===== config.mk =====
export PLATFORM = sky130hd
export DESIGN_NAME = pc_stack
export DESIGN_NICKNAME = d
export VERILOG_FILES = /design/src/rtl/pc_stack.sv
export SDC_FILE = /design/constraint.sdc
export NUM_CORES = 1
export LEC_CHECK = 0
export ABC_AREA = 0
export CAP_MARGIN = 20
export CORE_MARGIN = 4
export CORE_UTILIZATION = 48
export CTS_CLUSTER_SIZE = 28
export DETAILED_ROUTE_END_ITERATION = 6
export GPL_ROUTABILITY_DRIVEN = 0
export GPL_TIMING_DRIVEN = 0
export PLACE_DENSITY = 0.75
export SLEW_MARGIN = 0
export SYNTH_ARGS = -nofsm -noshare
export SYNTH_HDL_FRONTEND = slang
export SYNTH_SLANG_ARGS = --single-unit

===== constraint.sdc =====
create_clock -name clk -period 2 [get_ports clk]
set_clock_uncertainty 0.1 [all_clocks]
set_input_delay 0.2 -clock clk [delete_from_list [all_inputs] [get_ports clk]]
set_output_delay 0.2 -clock clk [all_outputs]
set_load 0.01 [all_outputs]

===== src/rtl/pc_stack.sv =====
// Program counter with absolute jump, signed relative branch and a hardware
// call/return stack with full/empty status and sticky overflow/underflow flags.
module pc_stack #(
  parameter int                ADDR_W      = 4,
  parameter int                STACK_DEPTH = 4,
  parameter logic [ADDR_W-1:0] RESET_ADDR  = '0
) (
  input  logic              clk,
  input  logic              rst,
  input  logic              busy,
  input  logic              jump_flag,
  input  logic [ADDR_W-1:0] jump_addr,
  input  logic              branch_flag,
  input  logic [ADDR_W-1:0] branch_off,
  input  logic              call_flag,
  input  logic              ret_flag,
  output logic [ADDR_W-1:0] pc_out,
  output logic              stack_full,
  output logic              stack_empty,
  output logic              stack_ovf,
  output logic              stack_unf
);

  localparam int DEPTH_W = $clog2(STACK_DEPTH + 1);
  localparam int PTR_W   = (STACK_DEPTH > 1) ? $clog2(STACK_DEPTH) : 1;
  localparam logic [DEPTH_W-1:0] FULL_DEPTH = DEPTH_W'(STACK_DEPTH);

  logic [ADDR_W-1:0]  stack_mem [STACK_DEPTH];
  logic [ADDR_W-1:0]  pc_reg, pc_next, pc_inc;
  logic [DEPTH_W-1:0] depth_reg, depth_next;
  logic               ovf_reg, ovf_next;
  logic               unf_reg, unf_next;
  logic               push;
  logic [PTR_W-1:0]   wr_ptr, rd_ptr;

  assign pc_inc      = pc_reg + 1'b1;
  assign wr_ptr      = PTR_W'(depth_reg);
  assign rd_ptr      = PTR_W'(depth_reg - 1'b1);
  assign stack_full  = (depth_reg == FULL_DEPTH);
  assign stack_empty = (depth_reg == '0);

  always_comb begin
    pc_next    = pc_reg;
    depth_next = depth_reg;
    ovf_next   = ovf_reg;
    unf_next   = unf_reg;
    push       = 1'b0;
    if (busy) begin
      pc_next = pc_reg;
    end else if (ret_flag) begin
      if (stack_empty) begin
        pc_next  = pc_inc;
        unf_next = 1'b1;
      end else begin
        pc_next    = stack_mem[rd_ptr];
        depth_next = depth_reg - 1'b1;
      end
    end else if (call_flag) begin
      if (stack_full) begin
        pc_next  = pc_inc;
        ovf_next = 1'b1;
      end else begin
        push       = 1'b1;
        pc_next    = jump_addr;
        depth_next = depth_reg + 1'b1;
      end
    end else if (jump_flag) begin
      pc_next = jump_addr;
    end else if (branch_flag) begin
      // Same-width modular add is identical to adding the sign-extended offset.
      pc_next = pc_reg + branch_off;
    end else begin
      pc_next = pc_inc;
    end
  end

  always_ff @(posedge clk or negedge rst) begin
    if (!rst) begin
      pc_reg    <= RESET_ADDR;
      depth_reg <= '0;
      ovf_reg   <= 1'b0;
      unf_reg   <= 1'b0;
    end else begin
      pc_reg    <= pc_next;
      depth_reg <= depth_next;
      ovf_reg   <= ovf_next;
      unf_reg   <= unf_next;
    end
  end

  // Stack contents need no reset; emptiness is carried entirely by depth_reg.
  always_ff @(posedge clk) begin
    if (rst && push) begin
      stack_mem[wr_ptr] <= pc_inc;
    end
  end

  assign pc_out    = pc_reg;
  assign stack_ovf = ovf_reg;
  assign stack_unf = unf_reg;

endmodule


# After elaboration in Yosys (flattened, before gate mapping)
# Memory sizes are Yosys's and may differ from the RTL's.
# Index checks and enable logic that the tools add are counted.
# W data, S select, Z words.
# totals
out_inout_bits	8
n_memories	1
regBits	9
input_bits	15
mem_bits_rw	16
# classes
mux	16
reduce_logical	6
n_bitwise	2
addsub	4
eq_ne	3
# memory_table
name	words	word_bits	rd	rd_clocked_by_memory_dff	write_ports	line_no	rtl
stack_mem	4	4	1	0	1	28	logic [ADDR_W-1:0] stack_mem [STACK_DEPTH];
# op_table
cell	count
$mux W4	6
$mux W3	4
$reduce_and A4 Y1	2
$mux W1	6
$add A4 B1 Y4 const B	1
$add A4 B4 Y4	1
$ne A2 B2 Y1 const B	2
$add A3 B1 Y3 const B	1
$eq A3 B3 Y1 const B	1
$logic_not A3 Y1	1
$reduce_and A3 Y1	1
$sub A3 B1 Y3 const B	1
$not A1 Y1	2
$reduce_bool A2 Y1	1
$logic_and A1 B1 Y1	1

# Longest topological paths before layout
# Gate-level depths: netlist (run 1).
# depth
depth_word	8
mapped_depth	10

# Least setup slack after synthesis (run 1)
# Ideal clock, no wire load.
# synth_timing
path_kind	register to register
startpoint	register depth_reg[0]
endpoint	memory stack_mem[0][0], enable pin
n_path_buf	2
period_less_slack_ns	2.094
setup_slack_ns	-0.094
stages_incl_launch_ff	9
t_required_ns	1.591
arrival_time_ns	1.685
path_cell_list	dfrtp_1 > buf_6 > inv_1 > ha_1 > nand2_1 > buf_2 > inv_1 > nor3b_1 > and2_1
# synth_via
elab_chain_len	8
# synth_rtl
element	line_no	rtl
start: declaration	30	logic [DEPTH_W-1:0] depth_reg, depth_next;
start signal: assignment	85	depth_reg <= depth_next;
$eq A3 B3 Y1	39	assign stack_full = (depth_reg == FULL_DEPTH);
named net stack_full	18	output logic stack_full,
$mux W1	59	if (stack_full) begin
$mux W1	58	end else if (call_flag) begin
$mux W1	50	end else if (ret_flag) begin
$mux W1	48	if (busy) begin
$logic_and A1 B1 Y1	93	if (rst && push) begin
$mux W1	93	
$mux W1 (implied by the code)	94	stack_mem[wr_ptr] <= pc_inc;
end: declaration	28	
# The timed path passes the listed nets, and every way through them passes these cells.

# Worst setup path in the final report (run 1)
# layout_timing
startpoint	register pc_reg[0] (netlist: pc_out[0])
endpoint	register pc_reg[1] (netlist: pc_out[1])
# layout_via
elab_chain_len	5
# layout_rtl
element	line_no	rtl
start: declaration	29	logic [ADDR_W-1:0] pc_reg, pc_next, pc_inc;
start signal: assignment	84	pc_reg <= pc_next;
$add A4 B1 Y4 / $add A4 B4 Y4 (equally long branches)	36, 71	
$mux W4	69	end else if (branch_flag) begin
$mux W4	67	end else if (jump_flag) begin
$mux W4	58	
$mux W4 *	50	
# Mark *: on every way between the ends. The rest lies on a longest branch, timed or not.
# A chain may end at the register's enable or synchronous reset.

==> out/metrics.cfg, run 1 <==
[synthesis]
synth_top_area_share_pct = 30.6
synthArstFlopShare_pct = 36.0
synth-main-ff-cell = edfxtp_1
ys_types = 40
yosys-top-cells-area = edfxtp_1, dfrtp_1, ha_1
synth_top_area_cell = edfxtp_1
ys_seq_area_share_pct = 44.9
syn_inst = 144
ys_ff_latch = 25
synth_edf_count = 16
yosysWarnings = 0
syn_area_per_cell_sq_um = 10.9
synth_fp_nets = 169
netlist_area_sq_mm = 0.00157

[placed_design]
place_inst = 209
numPortBuffers = 21
dp_hpwl_microns = 2630
place_area_sq_mm = 0.00186

[cells_and_area]
largest_register_ffs = 16
instances_no_fill = 222
n_antenna_cell = 0
fillCellCount = 276
fin_nets = 204
finalInstanceArea_sq_mm = 0.00199
area_growth_pct = 26.8
layout-drive-gt1-share_pct = 21.9

[setup_path]
slowest_stage = fa_1
cpMostUsedCell = a211oi_1
max_stage_delay_ns = 0.48
worstPathMaxFanout = 2
r2r_start = pc_out[0]
path_cells = ha_4 > inv_1 > fa_1 > a211oi_1 > a211oi_1 > a21oi_1 > a221o_1
crit_type = flop to flop
cp_data_arrival_time_ns = 2.05
r2r_cells = 7
required_ns = 2.11
endpoint_kind = flop
r2r-end = pc_out[1]
rrSetupSlack_ns = 0.06
worst_setup_path_start_kind = flop

[power_and_ir_drop]
p_per_area_mw_per_mm2 = 1300
peakVddDrop_mv = 0.731
leakagePower_nw = 0.768

[timing]
worstMarginPinSlew_ns = 0.515
slew_violations = 0
setup_violations = 0
slew_headroom_pct = 65.5
hold_viol = 0
setup-tns-final_ns = 0
rsz0062_at_grt = true
fin_crit_ns = 1.94
max_clock_freq_mhz = 517
finalCritPeriodShare_pct = 96.8

[detailed_routing]
drt-vias-per-instance = 5.77
drt_wl_total_microns = 3710
detailedRoute.firstIterationViolations = 64
drc = 0
dr.pass1.iters = 4
routedWlPerCell_microns = 16.7
route.vias.total = 1280
antenna_left = 0

[clock_tree]
path_clk_slew_ns = 0.14
clock_sinks = 25
cts_max_level = 1
cts_tree = yes
clock_latency_ns = 0.32
clk_path_buf_depth = 2
cts_buffers = 3
cts-root-buf = clkbuf_4

[floorplan]
ios = 23
dieArea_sq_mm = 0.00425
die_w_microns = 65.2
die_h_microns = 65.2
start_util_pct = 50.6
core_area_sq_mm = 0.00310
fp-row-count = 20

[grt]
antenna_found_initial = 0
grt.met1_usage_pct = 23.6
busiest_layer = met2
use_met3_pct = 2.39
overflow = 0
grtUsageTotal_pct = 17.8
grt_max_degree = 16
met2_usage_pct = 31.2
grt_pass1_vias = 1240
grt_pass1_wl_microns = 5840

[hold_path]
hp-class = input port to async pin

[outcome]
outcome = complete, no violations

[job]
max-cap-violations = 0

==> final cells by class <==
cell class	count	area [sq um]	share of cell area, %
clock inverter	1	7.51	0.377
inverter	11	45.0	2.26
buffer	7	48.8	2.45
timing repair buffer	30	268	13.4
sequential	25	709	35.6
clock buffer	3	22.5	1.13
tap	44	55.1	2.76
multi-input combinational	101	836	42.0
==> cells in the final DEF, fill, tap and decap left out, types with 3 or more instances in the layout <==
cell type | synthesis | routed
dfrtp_2 | 0 | 3
xor2_1 | 3 | 3
nand3b_1 | 4 | 4
inv_1 | 11 | 9
nand2_1 | 11 | 11
dfrtp_1 | 9 | 6
clkbuf_4 | 0 | 3
buf_4 | 0 | 10
nor2_1 | 6 | 5
and2_4 | 0 | 4
a21oi_1 | 10 | 10
o21ai_0 | 10 | 10
a211oi_1 | 4 | 4
clkdlybuf4s50_1 | 0 | 19
buf_2 | 5 | 3
ha_1 | 9 | 6
nand2b_1 | 6 | 6
edfxtp_1 | 16 | 16
mux2i_1 | 3 | 3
==> repair_timing <==
item	CTS	global route
pin swaps	0	2
hold buffers	0	0
endpoints found under the setup margin	22	20
buffers inserted	6	3
resized for setup	10	10
gates cloned	0	0
==> cell families after synthesis <==
| group | count (synthesis) | synth area share (%) |
|---|---|---|
| AOI/OAI and AO/OA | 40 | 16.6 |
| and+or+nand+nor | 38 | 13.2 |
| DFF | 25 | 44.9 |
| buffers and inverters | 18 | 5.17 |
| adders and majority gates | 10 | 8.44 |
| muxes | 8 | 8.84 |
| xor gates and xnor gates | 5 | 2.79 |
==> stage by stage <==
stage	hold slack [ns]	power, mW	utilization (%)	setup WS (ns)
detailed placement	0.376	2.12	59.8	-0.272
finish	0.101	2.59	64.2	0.0643
CTS	0.104	2.51	62.9	0.00677
floorplan	-0.196	1.69	-	0.0204
global placement	0.362	2.08	59.8	-0.244
global route	0.0957	2.77	64.2	-0.00899
==> worst max path at each step <==
stage / startpoint / to / slack [ns]
after floorplan: depth_reg[0] / stack_mem[0][0] / 0.02
after global placement: branch_off[0] / pc_out[1] / -0.24
after detailed placement: branch_off[0] / pc_out[1] / -0.27
after CTS: depth_reg[0] / stack_empty / 0.007
after global routing: depth_reg[0] / stack_mem[0][2] / -0.009
final: pc_out[0] / pc_out[1] / 0.06
==> worst max-delay path, delay by kind of cell (launching register included) <==
kind | cells | cell delay, ns
AO/OA/AOI/OAI | 4 | 0.66
adder cells (fa/ha/maj) | 2 | 0.62
flip-flops | 1 | 0.42
buffers and inverters | 1 | 0.05
==> synth_stat cells, types with 2 or more instances <==
master and instances:
o211ai_1 2, nand2b_1 6, mux4_2 2, o21ai_0 10
a211oi_1 4, o21bai_1 2, buf_2 5, and2_1 4
ha_1 9, mux4_1 2, xor2_1 3, edfxtp_1 16
inv_1 11, a31oi_1 2, nor2_1 6, a211o_1 2
nand3_1 2, a21oi_1 10, dfrtp_1 9, nand3b_1 4
mux2i_1 3, xnor2_1 2, nand2_1 11
==> per-layer routing <==
metal	vias up	part of all wire, %
met5	-	0
met4	0	0.84
met3	6	6.4
met2	48	52
met1	623	40
li1	603	-
==> power breakdown <==
| part | internal, mW | switching (mW) | total, mW |
|---|---|---|---|
| Combinational | 0.758 | 0.749 | 1.51 |
| Sequential | 0.735 | 0.112 | 0.848 |
| Clock | 0.0763 | 0.157 | 0.233 |
| Total | 1.57 | 1.02 | 2.59 |
(Power assumes the default switching activity.)
==> inputs of run 2 (changes only) <==
- CORE_UTILIZATION: 48 -> 35
- CTS_CLUSTER_SIZE: 28 -> 40
- PLACE_DENSITY: 0.75 -> 0.58
==> run 2 against run 1 <==
Combinational power about the same. Worst hold slack better by 0.046 ns. Routed wire length down 1.1%. First-iteration DRC count down 31%. Sequential cell count unchanged. Via count down 4.5%. Largest cell class unchanged.
==> out/metrics.cfg, run 2 (synthesis gave the netlist of run 1 again) <==
[timing]
worstMarginPinSlew_ns = 0.489
setup-tns-final_ns = 0
max_clock_freq_mhz = 524
slew_violations = 0
rsz0062_at_grt = true
setup_violations = 0
hold_ws_ns = 0.147
worst_slack_ns = 0.0908
fin_crit_ns = 1.91
hold_viol = 0
slew_headroom_pct = 67.3
finalCritPeriodShare_pct = 95.5

[setup_path]
worstPathBufferInverterCount = 1
required_ns = 2.06
slowest_stage = fa_2
cpMostUsedCell = a211oi_2
crit_type = flop to flop
endpoint_kind = flop
cp_data_arrival_time_ns = 1.97
path_cells = ha_4 > inv_2 > fa_2 > a211oi_2 > a211oi_2 > a21oi_1 > a221o_1
max_stage_delay_ns = 0.53
critical_path.startpoint = pc_out[0]
cp_top_family = adder cells
r2r_start = pc_out[0]
worst_setup_path_start_kind = flop
worstPathMaxFanout = 3

[placed_design]
numPortBuffers = 21
dp_slack_ns = -0.291
place_area_sq_mm = 0.00187
dp_hpwl_microns = 2770

[floorplan]
ios = 23
start_util_pct = 36.1
dieArea_sq_mm = 0.00563
die_w_microns = 75.0
core_area_sq_mm = 0.00435
die_h_microns = 75.0
fp-row-count = 24

[power_and_ir_drop]
swShare_pct = 38.3
p_per_area_mw_per_mm2 = 1310
netSwitchingPower_mw = 1.03
seqPwrFrac_pct = 32.1
clkPwrFrac_pct = 11.6
peakVddDrop_mv = 0.655
combPwrFrac_pct = 56.4
leakagePower_nw = 0.794
intPower_mw = 1.66

[grt]
grtUsageTotal_pct = 14.8
grt_pass1_wl_microns = 6320
grt_max_degree = 16
overflow = 0
antenna_found_initial = 0
grt_pass1_vias = 1260

[clock_tree]
cts_max_level = 1
cts_tree = yes
clk_path_buf_depth = 2
clock_sinks = 25
cts-root-buf = clkbuf_8
path_clk_slew_ns = 0.09
cts_buffers = 3
cts_hold_buf = 0
clock_latency_ns = 0.27

[cells_and_area]
n_antenna_cell = 0
finalInstanceArea_sq_mm = 0.00206
layout-drive-gt1-share_pct = 25.7
largest_register_ffs = 16
layout_common_cells = clkdlybuf4s50_1, edfxtp_1, buf_4
multiInputGateArea_sq_um = 868
fin_nets = 205
seq_area_sq_um = 708
final_common_cell = clkdlybuf4s50_1
fillCellCount = 382
area_growth_pct = 31.2

[outcome]
outcome = complete, no violations

[detailed_routing]
detailedRoute.firstIterationViolations = 44
drc = 0
antenna_left = 0
dr.pass1.iters = 4
route.vias.total = 1222
drt-vias-per-instance = 5.29
drt_wl_total_microns = 3670
routedWlPerCell_microns = 15.9

[job]
max-cap-violations = 0

[hold_path]
hp-class = input port to async pin

[run 2: cell count changes in the layout (fill, tap and decap cells not counted), moves of 2 or more]
cell	delta
clkbuf_8	+3
inv_2	+2
inv_1	-2
a211oi_2	+2
clkbuf_4	-3
a211oi_1	-2
[run 2: final cells by class]
class / instances / area share [%]
flip-flops and latches: 25 / 34.3
clock inverters: 1 / 0.364
plain buffers: 7 / 2.37
well taps: 52 / 3.16
multi-input cells: 101 / 42.1
repair buffers: 31 / 13.5
inverters: 11 / 2.18
clock buffers: 3 / 2.00
[run 2: metal layers]
| layer | global-route usage [%] | wire, microns | share of wire (%) | up-vias |
|---|---|---|---|---|
| met5 | 0 | 0 | 0 | - |
| met2 | 25.0 | 1820 | 50 | 21 |
| li1 | - | - | - | 605 |
| met3 | 1.74 | 93 | 2.5 | 5 |
| met1 | 20.3 | 1710 | 47 | 591 |
| met4 | 3.75 | 42 | 1.1 | 0 |
[run 2: power groups by stage]
stage | clock network (mW) | logic [mW] | registers (mW)
2_1_floorplan | 0 | 0.821 | 0.873
3_3_place_gp | 0 | 1.24 | 0.870
3_5_place_dp | 0 | 1.26 | 0.879
4_1_cts | 0.325 | 1.45 | 0.847
5_1_grt | 0.344 | 1.70 | 0.884
6_report | 0.311 | 1.52 | 0.864
[run 2: repair_timing]
item | CTS | global route
setup buffers | 7 | 3
pin swaps | 0 | 4
resized for setup | 10 | 17
setup endpoints to repair | 22 | 22
[run 2: stage by stage]
step | power [mW] | util [%] | instances
3_3_place_gp | 2.11 | 42.8 | 217
2_1_floorplan | 1.69 | - | 144
5_1_grt | 2.93 | 47.4 | 231
4_1_cts | 2.62 | 45.8 | 228
6_report | 2.69 | 47.4 | 231
3_5_place_dp | 2.14 | 42.8 | 217
[run 2: final timing paths]
| path | depth (start not counted) | endpoint | slack, ns |
|---|---|---|---|
| setup / recovery | 7 | pc_out[1] | 0.09 |
| hold / removal | 1 | stack_ovf | 0.15 |
| setup reg to reg | 7 | pc_out[1] | 0.09 |
| hold reg to reg | 1 | stack_unf | 0.39 |
| max in group asynchronous | 1 | pc_out[1] | 1.30 |
| min in group clk | 1 | stack_unf | 0.39 |
==> inputs of run 3 (changes only) <==
- SLEW_MARGIN: 0 -> unset
==> results of run 3 <==
The final DEF is identical to that of run 2; final timing and power are the same.
